**src/rtl/reg_bank_mp.sv**
```systemverilog
// Multi-read-port register file for the mips789 decode stage.
// Registered write stage with same-cycle bypass, registered read addresses
// with pause/hold, optional hard-zero entry 0, and a hardware clear sequencer
// that zeroes the array after reset or on request.
module reg_bank_mp #(
  parameter int DW       = 32,
  parameter int AW       = 5,
  parameter int NRD      = 2,
  parameter int ZERO_REG = 1
) (
  input  logic              clock,
  input  logic              rst_n,
  input  logic              pause,
  input  logic              rd_clk_cls,
  input  logic              wren,
  input  logic [AW-1:0]     wraddress,
  input  logic [DW-1:0]     data,
  input  logic [NRD*AW-1:0] rdaddress,
  input  logic              clr_req,
  output logic [NRD*DW-1:0] q,
  output logic              busy
);

  localparam int DEPTH = 1 << AW;

  typedef enum logic {
    ST_IDLE  = 1'b0,
    ST_CLEAR = 1'b1
  } state_t;

  state_t          state;
  state_t          state_nxt;
  logic [AW-1:0]   clr_cnt;

  logic            r_wren;
  logic [AW-1:0]   r_wraddress;
  logic [DW-1:0]   r_data;
  logic [AW-1:0]   r_rdaddress [NRD];

  logic [DW-1:0]   mem [DEPTH];

  // Clear FSM state register; reset lands in CLEAR so the array is scrubbed.
  always_ff @(posedge clock or negedge rst_n) begin
    // NOTE: sequential state uses non-blocking assignments so every register
    // samples pre-edge values regardless of block ordering.
    if (!rst_n) state <= ST_CLEAR;
    else        state <= state_nxt;
  end

  // Clear FSM next-state: a request starts a sweep, the last entry ends it.
  always_comb begin
    // NOTE: default assignment first so no path leaves state_nxt unassigned
    // (which would infer a latch).
    state_nxt = state;
    case (state)
      ST_IDLE:  if (clr_req) state_nxt = ST_CLEAR;
      ST_CLEAR: if (clr_cnt == {AW{1'b1}}) state_nxt = ST_IDLE;
      default:  state_nxt = ST_IDLE;
    endcase
  end

  // Clear FSM outputs.
  always_comb begin
    busy = (state == ST_CLEAR);
  end

  // Sweep pointer: restarted on a new request, advances once per CLEAR cycle
  // and wraps to zero exactly on the exit edge.
  always_ff @(posedge clock or negedge rst_n) begin
    if (!rst_n)                          clr_cnt <= '0;
    else if (state == ST_IDLE && clr_req) clr_cnt <= '0;
    else if (state == ST_CLEAR)          clr_cnt <= clr_cnt + 1'b1;
  end

  // Write stage: captures the request unless stalled; requests made while
  // clearing are dropped here.
  always_ff @(posedge clock or negedge rst_n) begin
    if (!rst_n) begin
      r_wren      <= 1'b0;
      r_wraddress <= '0;
      r_data      <= '0;
    end else if (!pause) begin
      r_wren      <= wren & ~busy;
      r_wraddress <= wraddress;
      r_data      <= data;
    end
  end

  // Read-address registers, frozen by a stall or by the read-port hold.
  always_ff @(posedge clock or negedge rst_n) begin
    if (!rst_n) begin
      for (int k = 0; k < NRD; k++) r_rdaddress[k] <= '0;
    end else if (!pause && !rd_clk_cls) begin
      for (int k = 0; k < NRD; k++) r_rdaddress[k] <= rdaddress[k*AW +: AW];
    end
  end

  // Array storage: staged write commits, then the sweep zeroes its entry
  // (the sweep wins if both hit the same address on one edge).
  // NOTE: the array deliberately has no reset; the clear sequencer zeroes it
  // so it can still map onto plain RAM/flop arrays without a reset tree.
  always_ff @(posedge clock) begin
    if (r_wren)             mem[r_wraddress] <= r_data;
    if (state == ST_CLEAR)  mem[clr_cnt]     <= '0;
  end

  // Read data per port: clearing, hard-zero entry, bypass, then array.
  always_comb begin
    q = '0;
    for (int k = 0; k < NRD; k++) begin
      if (busy)
        q[k*DW +: DW] = '0;
      else if (ZERO_REG != 0 && r_rdaddress[k] == '0)
        q[k*DW +: DW] = '0;
      else if (r_wren && r_wraddress == r_rdaddress[k])
        q[k*DW +: DW] = r_data;
      else
        q[k*DW +: DW] = mem[r_rdaddress[k]];
    end
  end

endmodule
```
**config.mk**
```make
export PLATFORM = sky130hd
export DESIGN_NAME = reg_bank_mp
export DESIGN_NICKNAME = d
export VERILOG_FILES = /design/src/rtl/reg_bank_mp.sv
export SDC_FILE = /design/constraint.sdc
export NUM_CORES = 2
export LEC_CHECK = 0
export CAP_MARGIN = 20
export CORE_MARGIN = 4
export CORE_UTILIZATION = 35
export CTS_CLUSTER_DIAMETER = 30
export DETAILED_ROUTE_END_ITERATION = 10
export PLACE_DENSITY = 0.52
export SYNTH_ARGS = -nofsm -noshare
export SYNTH_HDL_FRONTEND = slang
export SYNTH_SLANG_ARGS = --single-unit
```
**constraint.sdc**
```tcl
create_clock -name clock -period 7.5 [get_ports clock]
set_input_delay 1.5 -clock clock [delete_from_list [all_inputs] [get_ports clock]]
set_output_delay 1.5 -clock clock [all_outputs]
set_load 0.01 [all_outputs]
```
# Word-level counts from Yosys, hierarchy flattened
# Memories as Yosys holds them, arrays and structs flattened.
# Index checks and enable logic that the tools add are counted.
[word_totals]
ff_bits = 54
latchBits = 0
mem_bits_rw = 1024
romBits = 0
input_bits = 53
elab_cells = 38
n_memories = 1
[op_classes]
n_addsub = 1
mul = 0
n_div = 0
order_cmp = 0
n_eq_ne = 3
shifts = 0
n_mux = 15
bitwise_logic = 2
reduce_logical = 9
[memory_table]
columns = ["name", "depth", "width", "rd", "rd_clocked_by_memory_dff", "wr", "line", "rtl"]
rows = [
  ["mem", 32, 32, 2, 0, 2, "40", "logic [DW-1:0] mem [DEPTH];"],
]
[op_table]
columns = ["op", "n"]
rows = [
  ["two-way mux 32 bit", 6],
  ["equality test 5 bit", 2],
  ["logical NOT 5 bit", 2],
  ["two-way mux 5 bit", 2],
  ["two-way mux 1 bit", 6],
  ["adder 5 x 1 -> 5 bit, second input constant", 1],
  ["equality test 5 bit, second input constant", 1],
  ["logical AND 1 bit", 4],
  ["logical NOT 1 bit", 2],
  ["one-hot mux 1 bit (2 select lines)", 1],
  ["nonzero test 2 bit", 1],
  ["bitwise AND 1 bit", 1],
  ["inverter 1 bit", 1],
]

# Depth between registers and ports, before layout
[depth]
depth_word = 5
ltp_mapped = 10

# Worst setup path after synthesis
# OpenSTA, ideal clock, no wires.
[synth_path]
path_kind = "reg2out"
start = "register r_rdaddress[0] (netlist bit)"
end = "output q[37]"
t_arrival_ps = 1951
required_time_ps = 6000
slack_ps = 4049
stages_incl_launch_ff = 8
path_buffers = 3
path_cell_list = "dfrtp_1 -> buf_6 -> buf_6 -> buf_2 -> mux4_2 -> a22oi_1 -> nand3_1 -> o221a_2"
[synth_via]
elab_chain_len = 5
elab_cells_between_ends = 7
[synth_lines]
columns = ["element", "line", "rtl"]
rows = [
  ["from (decl)", "38", "logic [AW-1:0] r_rdaddress [NRD];"],
  ["branches (longest 3 deep; another with memory read (32 x 32 bit))", "-", ""],
  ["two-way mux 32 bit (*)", "113", "else if (ZERO_REG != 0 && r_rdaddress[k] == '0)"],
  ["two-way mux 32 bit (*)", "111", "if (busy)"],
  ["to (decl)", "20", "output logic [NRD*DW-1:0] q,"],
]
# Mark *: on every way between the ends.

# Worst setup path in the final report
[layout_path]
start = "register r_rdaddress[7] (netlist bit)"
end = "output q[12]"
# The elaborated chain is that of the path after synthesis.

==> metrics <==
half-perimeter wire length after placement 148000 µm; max-slew violations 0; R2R Path Start r_wraddress[0]$_DFFE_PN0N_; vias in the first global route 49900; Longest Clk Path Bufs 4; clock slew seen by the registers of the worst setup and hold paths 50 ps; Design Power 0.0224 W; post-cts gate resize count 0; die outline width 406 µm; TNS Setup 0 ps; largest net degree at the start of global routing 91; count of flip-flops with a built-in enable after synthesis 0; maximum capacitance violations 0; Total GRT Usage 30.6%; sort of element at the start of the critical path flop; core box area 157000 µm²; fraction of registers with async set or reset after synthesis 5.01%; Critical Path Max Stage Delay 730 ps; cell family contributing the most delay on the critical path buffers and inverters; arrival time at the worst endpoint 5400 ps; Root Buffer Master sky130_fd_sc_hd__clkbuf_16; Iteration-0 DRC Markers 7046; setup-violating endpoint count in the final report 0; total DRC errors in the routed layout 0; grt ovf 0; fin crit share 92.1%; standard-cell rows 145; switching power of the nets 0.00654 W; setup repair after global routing missed its margin no; floorplan die area 165000 µm²; required time of the critical path 6000 ps; final net count 6459; WL/cell 29.9 µm; slowest library cell on the worst path sky130_fd_sc_hd__dfrtp_4; Via density 6.12; clock period minus worst slack 6900 ps; # Post-CTS Setup Buffers 0; switch share 29.2%; Final WS setup 595 ps; relative contribution of combinational cells to total power 15.9%; mapped cell area 55500 µm²; Final Instance Area 67800 µm²; Slew Limit Headroom 19.6%; wire length after detailed routing 259000 µm; predominant post-synthesis flop cell sky130_fd_sc_hd__dfxtp_1; Internal Pwr Total 0.0158 W; Pre-Repair DR Iteration Count 9; number of nets in the synthesized netlist 6539; cts-stage hold buffer count 0; setup slack at placement 1790 ps; proportion of layout cells with a drive suffix above 1 17.1%; H-tree lvl count 5; count of endpoints failing hold in the final timing report 0; cell repeated most along the worst path sky130_fd_sc_hd__buf_4; actual transition at the worst max-transition pin 1200 ps; Initial Utilization 35.3%; register share of total power 29.9%; Tightest Hold Check Type primary input to async pin; leak pwr 23.9 nW; YS warnings 0; flop and latch count out of synthesis 1078; Buffers & Inverters on Critical Path 3; Layout area overhead 22.2%; relative contribution of the clock network to total power 54.2%; Layout Skew 60.7 ps; cell chain of the critical path buf_4 > nand2b_2 > buf_4 > o22ai_1 > o21ai_0 > o211ai_1 > o221a_1 > clkdlybuf4s50_1; last weighted congestion value of the routability-driven placer 0.885; sort of element at the end of the critical path primary output; total of buffers placed on input and output ports 117; vertical die dimension 406 µm; critical setup path kind flop to primary output; outcome finished, final reports clean; Mean Syn Cell Area 8.56 µm²; sequential cell area fraction in the yosys report 39.4%; vias post-DR 53000; antenna violations before repair 10; TritonCTS clock tree done; Critical Path Start r_rdaddress[7]$_DFFE_PN0P_; clock insertion delay at the later pin of the skew report 900 ps; Worst VDD drop 0.000287 V; TritonCTS Buffers 283; top achievable clock speed 145 MHz; post-synthesis instance total 6481; count of pins on the block boundary 118; largest driver fanout on the critical path 31; total cell area at the placement stage 58300 µm²; global-route wire length before repair 366000 µm; number of distinct library cells after synthesis 48; Final ANT Viol Nets 0; pwr dens 330 nW/µm²; sink count of the clock tree 1078
per-stage QoR:
stage	hold WS, ps	utilization [%]	instances
detailed placement	458	37.1	8172
floorplan	442	-	6481
global route	431	43.2	8658
CTS	410	43.2	8655
finish	448	43.2	8662
global placement	449	37.1	8171
final cells by class:
class                      count  area (µm²)
antenna                        5        12.5
clock buffer                 369        7960
clock inverter               114        1520
fill                       15000       89100
inverter                       3        11.3
multi-input combinational   4725       31100
sequential                  1078       21900
tap                         2058        2570
timing repair buffer         310        2780
power by group through the flow:
stage	Sequential [W]	Clock (W)	Combinational, W
global placement	0.00675	0	0.00340
finish	0.00669	0.0121	0.00355
floorplan	0.00648	0	0.00230
detailed placement	0.00677	0	0.00343
global route	0.00673	0.0125	0.00364
CTS	0.00667	0.0122	0.00344
registers in the layout, summed over array words and instances (netlist names):
name	flops
r_data	32
r_rdaddress	10
r_wraddress	5
mem	1024
r_wren	1
clr_cnt	5
busy	1
worst reg2reg max path, delay by kind of cell, from the launching register on:
kind	cells	cell delay (ps)
flip-flops	1	490
AND/OR/NAND/NOR	3	1580
AO/OA/AOI/OAI	1	70
buffers and inverters	2	800
cells in the mapped netlist (2+ instances only):
cell type                  number  area share (%)
sky130_fd_sc_hd__dfrtp_1       53             2.4
sky130_fd_sc_hd__nand2b_1       9            0.10
sky130_fd_sc_hd__buf_1         32            0.22
sky130_fd_sc_hd__nand2_1     2095              14
sky130_fd_sc_hd__o21bai_1       2           0.027
sky130_fd_sc_hd__or2_2          4           0.045
sky130_fd_sc_hd__and3b_1        3           0.047
sky130_fd_sc_hd__nor2_1        69            0.47
sky130_fd_sc_hd__mux2i_1      466             8.4
sky130_fd_sc_hd__buf_6         33            0.67
sky130_fd_sc_hd__o221a_1       50             1.0
sky130_fd_sc_hd__o21ai_0       66            0.60
sky130_fd_sc_hd__o22ai_1      172             1.9
sky130_fd_sc_hd__xor2_1         8            0.13
sky130_fd_sc_hd__nor4_1         3           0.034
sky130_fd_sc_hd__and2_1         6           0.068
sky130_fd_sc_hd__dfxtp_1     1024              37
sky130_fd_sc_hd__a22o_1         3           0.047
sky130_fd_sc_hd__mux2_2        56             1.1
sky130_fd_sc_hd__nand3_2        2           0.036
sky130_fd_sc_hd__nor3_1        69            0.62
sky130_fd_sc_hd__o221a_2       14            0.28
sky130_fd_sc_hd__nor2b_1       70            0.79
sky130_fd_sc_hd__a22oi_1       21            0.28
sky130_fd_sc_hd__o221ai_1      20            0.32
sky130_fd_sc_hd__buf_8          5            0.14
sky130_fd_sc_hd__o211ai_1      41            0.55
sky130_fd_sc_hd__xnor2_1        3           0.047
sky130_fd_sc_hd__clkbuf_1     499             3.4
sky130_fd_sc_hd__mux4_2       320              13
sky130_fd_sc_hd__nand3b_1       5           0.068
sky130_fd_sc_hd__inv_1          3           0.020
sky130_fd_sc_hd__and3_1         3           0.034
sky130_fd_sc_hd__buf_12         2           0.072
sky130_fd_sc_hd__buf_4         38            0.51
sky130_fd_sc_hd__buf_2         66            0.60
sky130_fd_sc_hd__a211oi_1      64            0.87
sky130_fd_sc_hd__nand3_1       27            0.24
sky130_fd_sc_hd__ha_1           5            0.11
sky130_fd_sc_hd__a21oi_1     1042             9.4
final timing paths:
kind | endpoint | slack [ps] | cells after the start
max in group asynchronous | r_rdaddress[4]$_DFFE_PN0P_ | 5750 | 2
min in group clock | mem[23][9]$_SDFFE_PP0P_ | 460 | 2
worst max register to register | mem[16][22]$_SDFFE_PP0P_ | 4420 | 6
worst min register to register | mem[23][9]$_SDFFE_PP0P_ | 460 | 2
worst max-delay path | q[12] | 600 | 8
worst min-delay path | r_data[28]$_DFFE_PN0N_ | 450 | 1
layer usage:
layer | up-vias | part of all wire, % | track usage (%)
li1 | 22600 | - | -
met1 | 25900 | 39 | 40.2
met2 | 3656 | 42 | 44.5
met3 | 883 | 12 | 9.61
met4 | 8 | 6.2 | 17.3
met5 | - | 0.024 | 0
cells in the final DEF (no fill, tap or decap), types with 64 or more instances in the layout:
cell,netlist,layout
sky130_fd_sc_hd__a21oi_1,1042,1042
sky130_fd_sc_hd__nor3_1,69,65
sky130_fd_sc_hd__clkdlybuf4s50_1,0,115
sky130_fd_sc_hd__clkbuf_16,0,289
sky130_fd_sc_hd__nor2b_1,70,67
sky130_fd_sc_hd__a211oi_1,64,64
sky130_fd_sc_hd__o21ai_0,66,66
sky130_fd_sc_hd__mux2i_1,466,466
sky130_fd_sc_hd__mux4_2,320,320
sky130_fd_sc_hd__dfxtp_1,1024,1024
sky130_fd_sc_hd__buf_4,38,181
sky130_fd_sc_hd__o22ai_1,172,172
sky130_fd_sc_hd__nand2_1,2095,2089
kinds of logic (layout without fill, tap and decap cells):
| kind of cell | Yosys count | in the layout | synth area share [%] |
|---|---|---|---|
| buffers and inverters | 678 | 796 | 5.60 |
| DFF | 1078 | 1078 | 39.4 |
| AOI/OAI and AO/OA | 1496 | 1496 | 15.3 |
| muxes | 842 | 842 | 22.5 |
| adders and majority gates | 5 | 5 | 0.113 |
| xor gates and xnor gates | 11 | 11 | 0.174 |
| other | 0 | 5 | 0 |
| and+or+nand+nor | 2371 | 2371 | 16.8 |
No activity file was read; power rests on OpenSTA's default activity.
